**src/rtl/pong_score_keeper.sv**
```systemverilog
// Pong score keeper: counts points from the game controller's win levels, holds the
// ball in a timed serve pause after each point, detects the match winner, drives 7-seg digits.
module pong_score_keeper #(
    parameter int unsigned WIN_SCORE   = 7,
    parameter int unsigned SERVE_DELAY = 25000000,
    parameter int unsigned CNT_W       = 25
) (
    input  logic       vga_clk,
    input  logic       rst,
    input  logic       p1_win,
    input  logic       p2_win,
    input  logic       new_game,
    output logic       round_rst,
    output logic [3:0] p1_score,
    output logic [3:0] p2_score,
    output logic [6:0] hex_p1,
    output logic [6:0] hex_p2,
    output logic       game_over,
    output logic [1:0] winner
);

    localparam logic [1:0] StServe = 2'd0;
    localparam logic [1:0] StPlay  = 2'd1;
    localparam logic [1:0] StOver  = 2'd2;

    localparam logic [CNT_W-1:0] CntReload = CNT_W'(SERVE_DELAY - 1);
    localparam logic [3:0]       WinVal    = 4'(WIN_SCORE);

    logic [1:0]       state_q, state_d;
    logic [CNT_W-1:0] cnt_q, cnt_d;
    logic [3:0]       p1_q, p1_d, p2_q, p2_d;
    logic             round_rst_q, round_rst_d;
    logic             game_over_q, game_over_d;
    logic [1:0]       winner_q, winner_d;
    logic             p1_win_q, p2_win_q, new_game_q;
    logic             p1_ev, p2_ev, ng_ev;

    assign p1_ev = p1_win & ~p1_win_q;
    assign p2_ev = p2_win & ~p2_win_q;
    assign ng_ev = new_game & ~new_game_q;

    always_comb begin
        state_d     = state_q;
        cnt_d       = cnt_q;
        p1_d        = p1_q;
        p2_d        = p2_q;
        round_rst_d = round_rst_q;
        game_over_d = game_over_q;
        winner_d    = winner_q;
        if (ng_ev) begin
            state_d     = StServe;
            cnt_d       = CntReload;
            p1_d        = 4'd0;
            p2_d        = 4'd0;
            round_rst_d = 1'b1;
            game_over_d = 1'b0;
            winner_d    = 2'b00;
        end else begin
            case (state_q)
                StServe: begin
                    round_rst_d = 1'b1;
                    if (cnt_q == '0) begin
                        state_d     = StPlay;
                        round_rst_d = 1'b0;
                    end else begin
                        cnt_d = cnt_q - 1'b1;
                    end
                end
                StPlay: begin
                    round_rst_d = 1'b0;
                    if (p1_ev || p2_ev) begin
                        // Both edges together means the point is replayed without scoring.
                        state_d     = StServe;
                        cnt_d       = CntReload;
                        round_rst_d = 1'b1;
                        if (p1_ev && !p2_ev) begin
                            p1_d = p1_q + 4'd1;
                            if (p1_d == WinVal) begin
                                state_d     = StOver;
                                game_over_d = 1'b1;
                                winner_d    = 2'b01;
                            end
                        end else if (p2_ev && !p1_ev) begin
                            p2_d = p2_q + 4'd1;
                            if (p2_d == WinVal) begin
                                state_d     = StOver;
                                game_over_d = 1'b1;
                                winner_d    = 2'b10;
                            end
                        end
                    end
                end
                StOver: begin
                    round_rst_d = 1'b1;
                    game_over_d = 1'b1;
                end
                default: begin
                    state_d     = StServe;
                    cnt_d       = CntReload;
                    round_rst_d = 1'b1;
                end
            endcase
        end
    end

    always_ff @(posedge vga_clk or posedge rst) begin
        if (rst) begin
            state_q     <= StServe;
            cnt_q       <= CntReload;
            p1_q        <= 4'd0;
            p2_q        <= 4'd0;
            round_rst_q <= 1'b1;
            game_over_q <= 1'b0;
            winner_q    <= 2'b00;
            p1_win_q    <= 1'b0;
            p2_win_q    <= 1'b0;
            new_game_q  <= 1'b0;
        end else begin
            state_q     <= state_d;
            cnt_q       <= cnt_d;
            p1_q        <= p1_d;
            p2_q        <= p2_d;
            round_rst_q <= round_rst_d;
            game_over_q <= game_over_d;
            winner_q    <= winner_d;
            p1_win_q    <= p1_win;
            p2_win_q    <= p2_win;
            new_game_q  <= new_game;
        end
    end

    function automatic logic [6:0] seg7(input logic [3:0] v);
        case (v)
            4'd0:    seg7 = 7'b1000000;
            4'd1:    seg7 = 7'b1111001;
            4'd2:    seg7 = 7'b0100100;
            4'd3:    seg7 = 7'b0110000;
            4'd4:    seg7 = 7'b0011001;
            4'd5:    seg7 = 7'b0010010;
            4'd6:    seg7 = 7'b0000010;
            4'd7:    seg7 = 7'b1111000;
            4'd8:    seg7 = 7'b0000000;
            4'd9:    seg7 = 7'b0010000;
            default: seg7 = 7'b1111111;
        endcase
    endfunction

    assign round_rst = round_rst_q;
    assign p1_score  = p1_q;
    assign p2_score  = p2_q;
    assign game_over = game_over_q;
    assign winner    = winner_q;
    assign hex_p1    = seg7(p1_q);
    assign hex_p2    = seg7(p2_q);

endmodule
```
**config.mk**
```make
export PLATFORM = sky130hd
export DESIGN_NAME = pong_score_keeper
export DESIGN_NICKNAME = d
export VERILOG_FILES = /design/src/rtl/pong_score_keeper.sv
export SDC_FILE = /design/constraint.sdc
export NUM_CORES = 1
export LEC_CHECK = 0
export ABC_AREA = 1
export BUFFER_PORTS_ARGS = -buffer_cell sky130_fd_sc_hd__buf_2
export CORE_ASPECT_RATIO = 0.7
export CORE_MARGIN = 3
export CORE_UTILIZATION = 65
export CTS_BUF_LIST = sky130_fd_sc_hd__clkbuf_4 sky130_fd_sc_hd__clkbuf_8
export DETAILED_ROUTE_END_ITERATION = 6
export GPL_ROUTABILITY_DRIVEN = 0
export PLACE_DENSITY_LB_ADDON = 0.25
export SKIP_CTS_REPAIR_TIMING = 1
export SLEW_MARGIN = 10
export SYNTH_ARGS = -nofsm -noshare
export SYNTH_HDL_FRONTEND = slang
export SYNTH_SLANG_ARGS = --single-unit
```
**constraint.sdc**
```tcl
create_clock -name vga_clk -period 3.6 [get_ports vga_clk]
set_clock_uncertainty 0.2 [all_clocks]
set_input_delay 0.18 -clock vga_clk [delete_from_list [all_inputs] [get_ports vga_clk]]
set_output_delay 0.18 -clock vga_clk [all_outputs]
set_load 0.02 [all_outputs]
```
==> flow_summary.yaml, run 1 <==
synthesis:
  async_reset_ff_share_pct: 100
  synth_area_um2: 3080
  syn-num-nets: 446
  syn_inst: 427
  ys_seq_area_share_pct: 34.9
  avgSynthCellArea_um2: 7.21
  synth_ff_type: "dfrtp_1"
  synth_top_area_share_pct: 19.5
  yosys_warnings: 0
  yosys-top-cells-area: "dfrtp_1 20%, dfstp_2 15%, nand2_1 14%"
  synth_top_area_cell: "dfrtp_1"
  ys_types: 33
  yosysMostFrequentCell: "nand2_1"
  synth_commonest_cells: "114 x nand2_1, 49 x inv_1, 48 x nor2_1, 38 x nand3_1, 24 x dfrtp_1"
  synth_edf_count: 0
  ys_ff_latch: 42
sta:
  tns_ns: 0
  max_slew.worst_pin.slew_ns: 0.824
  max_freq_ghz: 0.383
  slew_headroom_pct: 44.9
  hold_viol: 0
  drv_slew: 0
  finalCritPeriodShare_pct: 72.5
  grt_setup_unrepaired: "no"
  min_period_ns: 2.61
  setup_viol: 0
global_routing:
  grt_pass1_wl_um: 12500
  overflow: 0
  grt_max_degree: 43
  grt_antenna_before_repair: 0
  grt.total_usage_pct: 28.4
  grt_pass1_vias: 2659
critical_path:
  cp.arrival_ns: 2.62
  r2r-end: "cnt_q[6]"
  critical-path-top-delay-family: "simple AND/OR/NAND/NOR gates"
  r2r_slack_ns: 1.12
  cpPeakStageDelay_ns: 0.65
  critPathCaptureType: "register"
  cp-start-kind: "primary input"
  cp_cell_sequence: "dlygate4sd3_1, buf_2, inv_1, nor2_8, inv_2, nand3b_1, nand2_2, nor2_4, nand2_1, o21ai_1"
  worstPathRequired_ns: 3.61
  cp_num_buf_inv: 4
  rr_startpoint: "new_game_q"
  crit_type: "primary input to register"
  r2r_cells: 7
  critical_path_peak_fanout: 31
  crit_start: "new_game"
  cpMaxStageDelayCell: "nor2_4"
status:
  status: "finished, final reports clean"
cts:
  clock_latency_ns: 0.29
  clkSinkCount: 42
  clockRootBuffer: "clkbuf_8"
  numCtsBuffers: 5
  cts_htree_levels: 2
  cts_max_path_buffers: 2
  cts_tree: "yes"
  clk_pin_slew_ns: 0.08
power_and_ir_drop:
  leakage_nw: 1.74
  irDropWorstVdd_uv: 258
  p_per_area_nw_per_um2: 387
cells_and_area:
  final_area_um2: 3390
  nets: 479
  num_antenna_cells: 0
  synthToLayoutAreaGrowth_pct: 10.2
  fillers: 352
  drive_gt1_share_pct: 20.6
floorplan:
  fp-row-count: 20
  die_y_um: 63.6
  die_area_um2: 5610
  start_util_pct: 69.1
  fp.dieW_um: 88.2
  core_um2: 4450
  pin_count: 31
placement:
  hpwl_um: 5470
  port_buffers: 30
  post_dp_cell_area_um2: 3240
route:
  drc: 0
  drtIter0Drc: 352
  wirelength_um: 7550
  dr.pass1.iters: 5
  vias_per_cell: 5.76
  num_vias: 2971
  ant_nets: 0
  wl_per_cell_um: 14.6
run:
  maxCapViolations: 0
worst_hold_path:
  min_path_cells: 2
  hp-start: "winner[1]"
  hold_class: "register to register"
  hold_end: "winner[1]"
worst reg2reg max path: stages (launching register included):
cell	delay, ns
dfrtp_1	0.43
nor2_8	0.36
inv_2	0.22
nand3b_1	0.15
nand2_2	0.09
nor2_4	0.66
nand2_1	0.17
o21ai_1	0.13
flip-flops by register name, indices dropped and copies added, names as in the netlist:
signal      cells
game_over       1
p1_score        4
winner          2
p1_win_q        1
new_game_q      1
round_rst       1
p2_score        4
state_q         2
p2_win_q        1
cnt_q          25
logic make-up (layout without fill, tap and decap cells):
family,Yosys count,count (layout),synth area share [%]
flip-flops,42,42,34.9
adder cells (fa/ha/maj),14,14,5.69
buffers and inverters,63,97,8.78
AO/OA/AOI/OAI,59,59,11.6
XOR/XNOR,7,7,1.99
AND/OR/NAND/NOR,242,242,37.1
cell usage in the layout, fill, tap and decap left out, drive strengths merged:
master	netlist	layout
nand2	119	119
nor2	63	63
inv	54	54
o21ai	44	44
nand3	40	40
buf	8	31
dfrtp	24	24
dfstp	18	18
nand4	16	16
ha	14	14
clkbuf	1	7
xor2	5	5
o22ai	4	4
dlygate4sd3	0	4
a21o	3	3
a21oi	3	3
nand3b	2	2
nor3	2	2
xnor2	2	2
o21a	2	2
a32oi	1	1
o31ai	1	1
a31o	1	1
bufinv	0	1
power by group:
part	total, mW	switching, mW	internal, mW	leakage (nW)
sequential	0.614	0.0589	0.555	0.512
combinational	0.315	0.217	0.0983	1.17
clock	0.383	0.160	0.223	0.0593
how the worst max path moves through the flow:
stage | to | cells past startpoint
floorplan | hex_p1[3] | 5
global placement | cnt_q[23] | 7
detailed placement | cnt_q[20] | 8
CTS | cnt_q[6] | 7
global route | cnt_q[20] | 10
finish | cnt_q[6] | 10
stage by stage:
| stage | std cells | hold slack, ns | worst slack (ns) | power (mW) | utilization (%) |
|---|---|---|---|---|---|
| 2_1_floorplan | 427 | 0.0114 | 1.63 | 0.855 | - |
| 3_3_place_gp | 504 | 0.102 | 1.31 | 0.910 | 72.7 |
| 3_5_place_dp | 504 | 0.105 | 1.21 | 0.922 | 72.7 |
| 4_1_cts | 512 | -0.193 | 1.20 | 1.30 | 75.2 |
| 5_1_grt | 516 | 0.310 | 0.816 | 1.39 | 76.1 |
| 6_report | 516 | 0.278 | 0.989 | 1.31 | 76.1 |
final cells by class:
cell class | count | area, um2 | area share [%]
clock inverter | 1 | 30.0 | 0.886
timing repair buffer | 35 | 198 | 5.83
multi-input combinational | 322 | 1730 | 51.1
inverter | 54 | 203 | 5.98
clock buffer | 7 | 83.8 | 2.47
tap | 55 | 68.8 | 2.03
sequential | 42 | 1070 | 31.7
metal layers:
metal / vias up / part of all wire (%) / global-route usage (%)
li1: 1445 / - / -
met4: 0 / 1.6 / 7.92
met1: 1354 / 48 / 43.9
met5: - / 0 / 0
met2: 156 / 42 / 39.9
met3: 16 / 9.2 / 5.75
Note: power is estimated with default switching activity, not from simulation.
==> inputs of run 2 (changes only) <==
Settings changed: ABC_AREA 1 to 0, CORE_UTILIZATION 65 to 55.
Clock period 3.6 ns to 2.25 ns, I/O delays scaled along.
==> run 2 against run 1 <==
Against the previous run:
- the run now ends with negative setup slack left
- via count grew 1.3%
- global-route usage is 2.3 points lower
- clock-buffer cell count up 1
- clock power grew 39%
- largest power group unchanged
==> flow_summary.yaml, run 2 <==
cts:
  cts_max_path_buffers: 2
  numCtsBuffers: 5
  clockRootBuffer: "clkbuf_8"
  clock_latency_ns: 0.30
  clkSinkCount: 42
  cts_htree_levels: 2
  cts_tree: "yes"
  clk_pin_slew_ns: 0.08
sta:
  grt_setup_unrepaired: "yes"
  max_freq_ghz: 0.383
  finalCritPeriodShare_pct: 116
  slew_headroom_pct: 63.0
  min_period_ns: 2.61
  timing.final.ws_setup_ns: -0.360
  drv_slew: 0
  hold_viol: 0
  worst_hold_slack_ns: 0.106
  max_slew.worst_pin.slew_ns: 0.551
  setup_viol: 27
  tns_ns: -6.68
synthesis:
  synth_area_um2: 2740
  syn_inst: 318
  yosys-top-cells-area: "dfrtp_1 22%, dfstp_2 17%, ha_1 6.4%"
  async_reset_ff_share_pct: 100
  ys_types: 44
  ys_ff_latch: 42
  synth_top_area_share_pct: 21.9
  yosysMostFrequentCell: "nor2_1"
  synth_top_area_cell: "dfrtp_1"
  syn-num-nets: 337
  synth_ff_type: "dfrtp_1"
  yosys_warnings: 0
  ys_seq_area_share_pct: 39.2
  avgSynthCellArea_um2: 8.62
  synth_edf_count: 0
  synth_commonest_cells: "30 x nor2_1, 28 x o21ai_0, 24 x dfrtp_1, 22 x nand2_1, 19 x a21oi_1"
placement:
  post_dp_cell_area_um2: 3380
  post-place-ws_ns: -0.398
  port_buffers: 30
  hpwl_um: 5340
power_and_ir_drop:
  irDropWorstVdd_uv: 454
  p_per_area_nw_per_um2: 432
  leakage_nw: 1.63
global_routing:
  grt.total_usage_pct: 26.1
  grt_pass1_wl_um: 12400
  grt_antenna_before_repair: 0
  grt_pass1_vias: 2607
  grt_max_degree: 43
  overflow: 0
cells_and_area:
  utilization_pct: 83.4
  final_cell_mix: "61 x buf_4, 30 x nor2_1, 30 x buf_2"
  nets: 433
  largest_reg_flops: 25
  fillers: 288
  seq_area_um2: 1080
  final_common_cell: "buf_4"
  synthToLayoutAreaGrowth_pct: 38.6
  final_area_um2: 3800
  num_antenna_cells: 0
  regMostFlops: "cnt_q"
  drive_gt1_share_pct: 39.8
  multi_input_area_um2: 1750
route:
  ant_nets: 0
  wirelength_um: 8240
  dr.pass1.iters: 5
  drtIter0Drc: 336
  num_vias: 3009
  vias_per_cell: 6.26
  wl_per_cell_um: 17.1
  drc: 0
floorplan:
  die_area_um2: 5880
  core_um2: 4550
  start_util_pct: 60.2
  fp-row-count: 20
  fp.dieW_um: 90.4
  pin_count: 31
  die_y_um: 65.1
critical_path:
  worstPathRequired_ns: 2.27
  cp_cell_sequence: "or4_4, or4_4, nor4_4, buf_4, nor3_1, or3b_1"
  cp-start-kind: "register"
  critPathCaptureType: "register"
  cpMostUsedCell: "or4_4"
  cpMaxStageDelayCell: "or4_4"
  cp.arrival_ns: 2.63
  critical_path_peak_fanout: 5
  crit_type: "register to register"
  cp_num_buf_inv: 1
  critical-path-top-delay-family: "simple AND/OR/NAND/NOR gates"
  cpPeakStageDelay_ns: 0.55
run:
  maxCapViolations: 0
status:
  status: "complete, but fails checks"
  violations: "negative setup slack"
worst_hold_path:
  hold_class: "primary input to register"
==> run 2: per-layer routing <==
metal	share of wire [%]	global-route usage (%)
met2	46	42.3
met1	43	37.2
met5	0	0
met3	8.2	4.64
met4	2.7	4.96
==> run 2: area by class of cell <==
| class | count | share of cell area, % |
|---|---|---|
| flip-flops and latches | 42 | 28.3 |
| multi-input cells | 251 | 46.0 |
| clock buffers | 8 | 2.57 |
| inverters | 12 | 1.19 |
| well taps | 66 | 2.17 |
| repair buffers | 102 | 19.7 |
==> run 2: metrics by stage <==
stage	power (mW)	instances
5_1_grt	1.70	481
6_report	1.64	481
4_1_cts	1.61	469
3_3_place_gp	1.08	461
2_1_floorplan	0.956	318
3_5_place_dp	1.08	461
==> run 2: tightest hold or removal path, cell delays in order <==
cell	delay, ns
buf_2	0.10
nand2b_1	0.16
nand4_1	0.11
o21ai_0	0.08
==> run 2: power by group <==
group | internal (mW) | total, mW | leakage (nW) | switching (mW)
Clock | 0.275 | 0.533 | 0.0523 | 0.258
Combinational | 0.117 | 0.286 | 1.06 | 0.169
Sequential | 0.807 | 0.823 | 0.515 | 0.0155
==> run 2: path summary, 6_finish.rpt <==
kind / depth (start not counted) / slack [ns] / endpoint / start
worst max-delay path: 6 / -0.36 / cnt_q[3] / cnt_q[6]
worst min-delay path: 4 / 0.11 / winner[1] / new_game
worst max register to register: 6 / -0.36 / cnt_q[3] / cnt_q[6]
worst min register to register: 2 / 0.31 / cnt_q[24] / cnt_q[24]
max in group asynchronous: 4 / 1.18 / p1_score[1] / rst
min in group asynchronous: 4 / 0.28 / p2_score[0] / rst
==> run 2: cells by family after synthesis <==
group / Yosys count / synth area share [%]
xor gates and xnor gates: 6 / 1.92
buffers and inverters: 25 / 3.74
AOI/OAI and AO/OA: 75 / 16.2
and+or+nand+nor: 153 / 31.5
DFF: 42 / 39.2
adders and majority gates: 14 / 6.39
muxes: 3 / 1.10
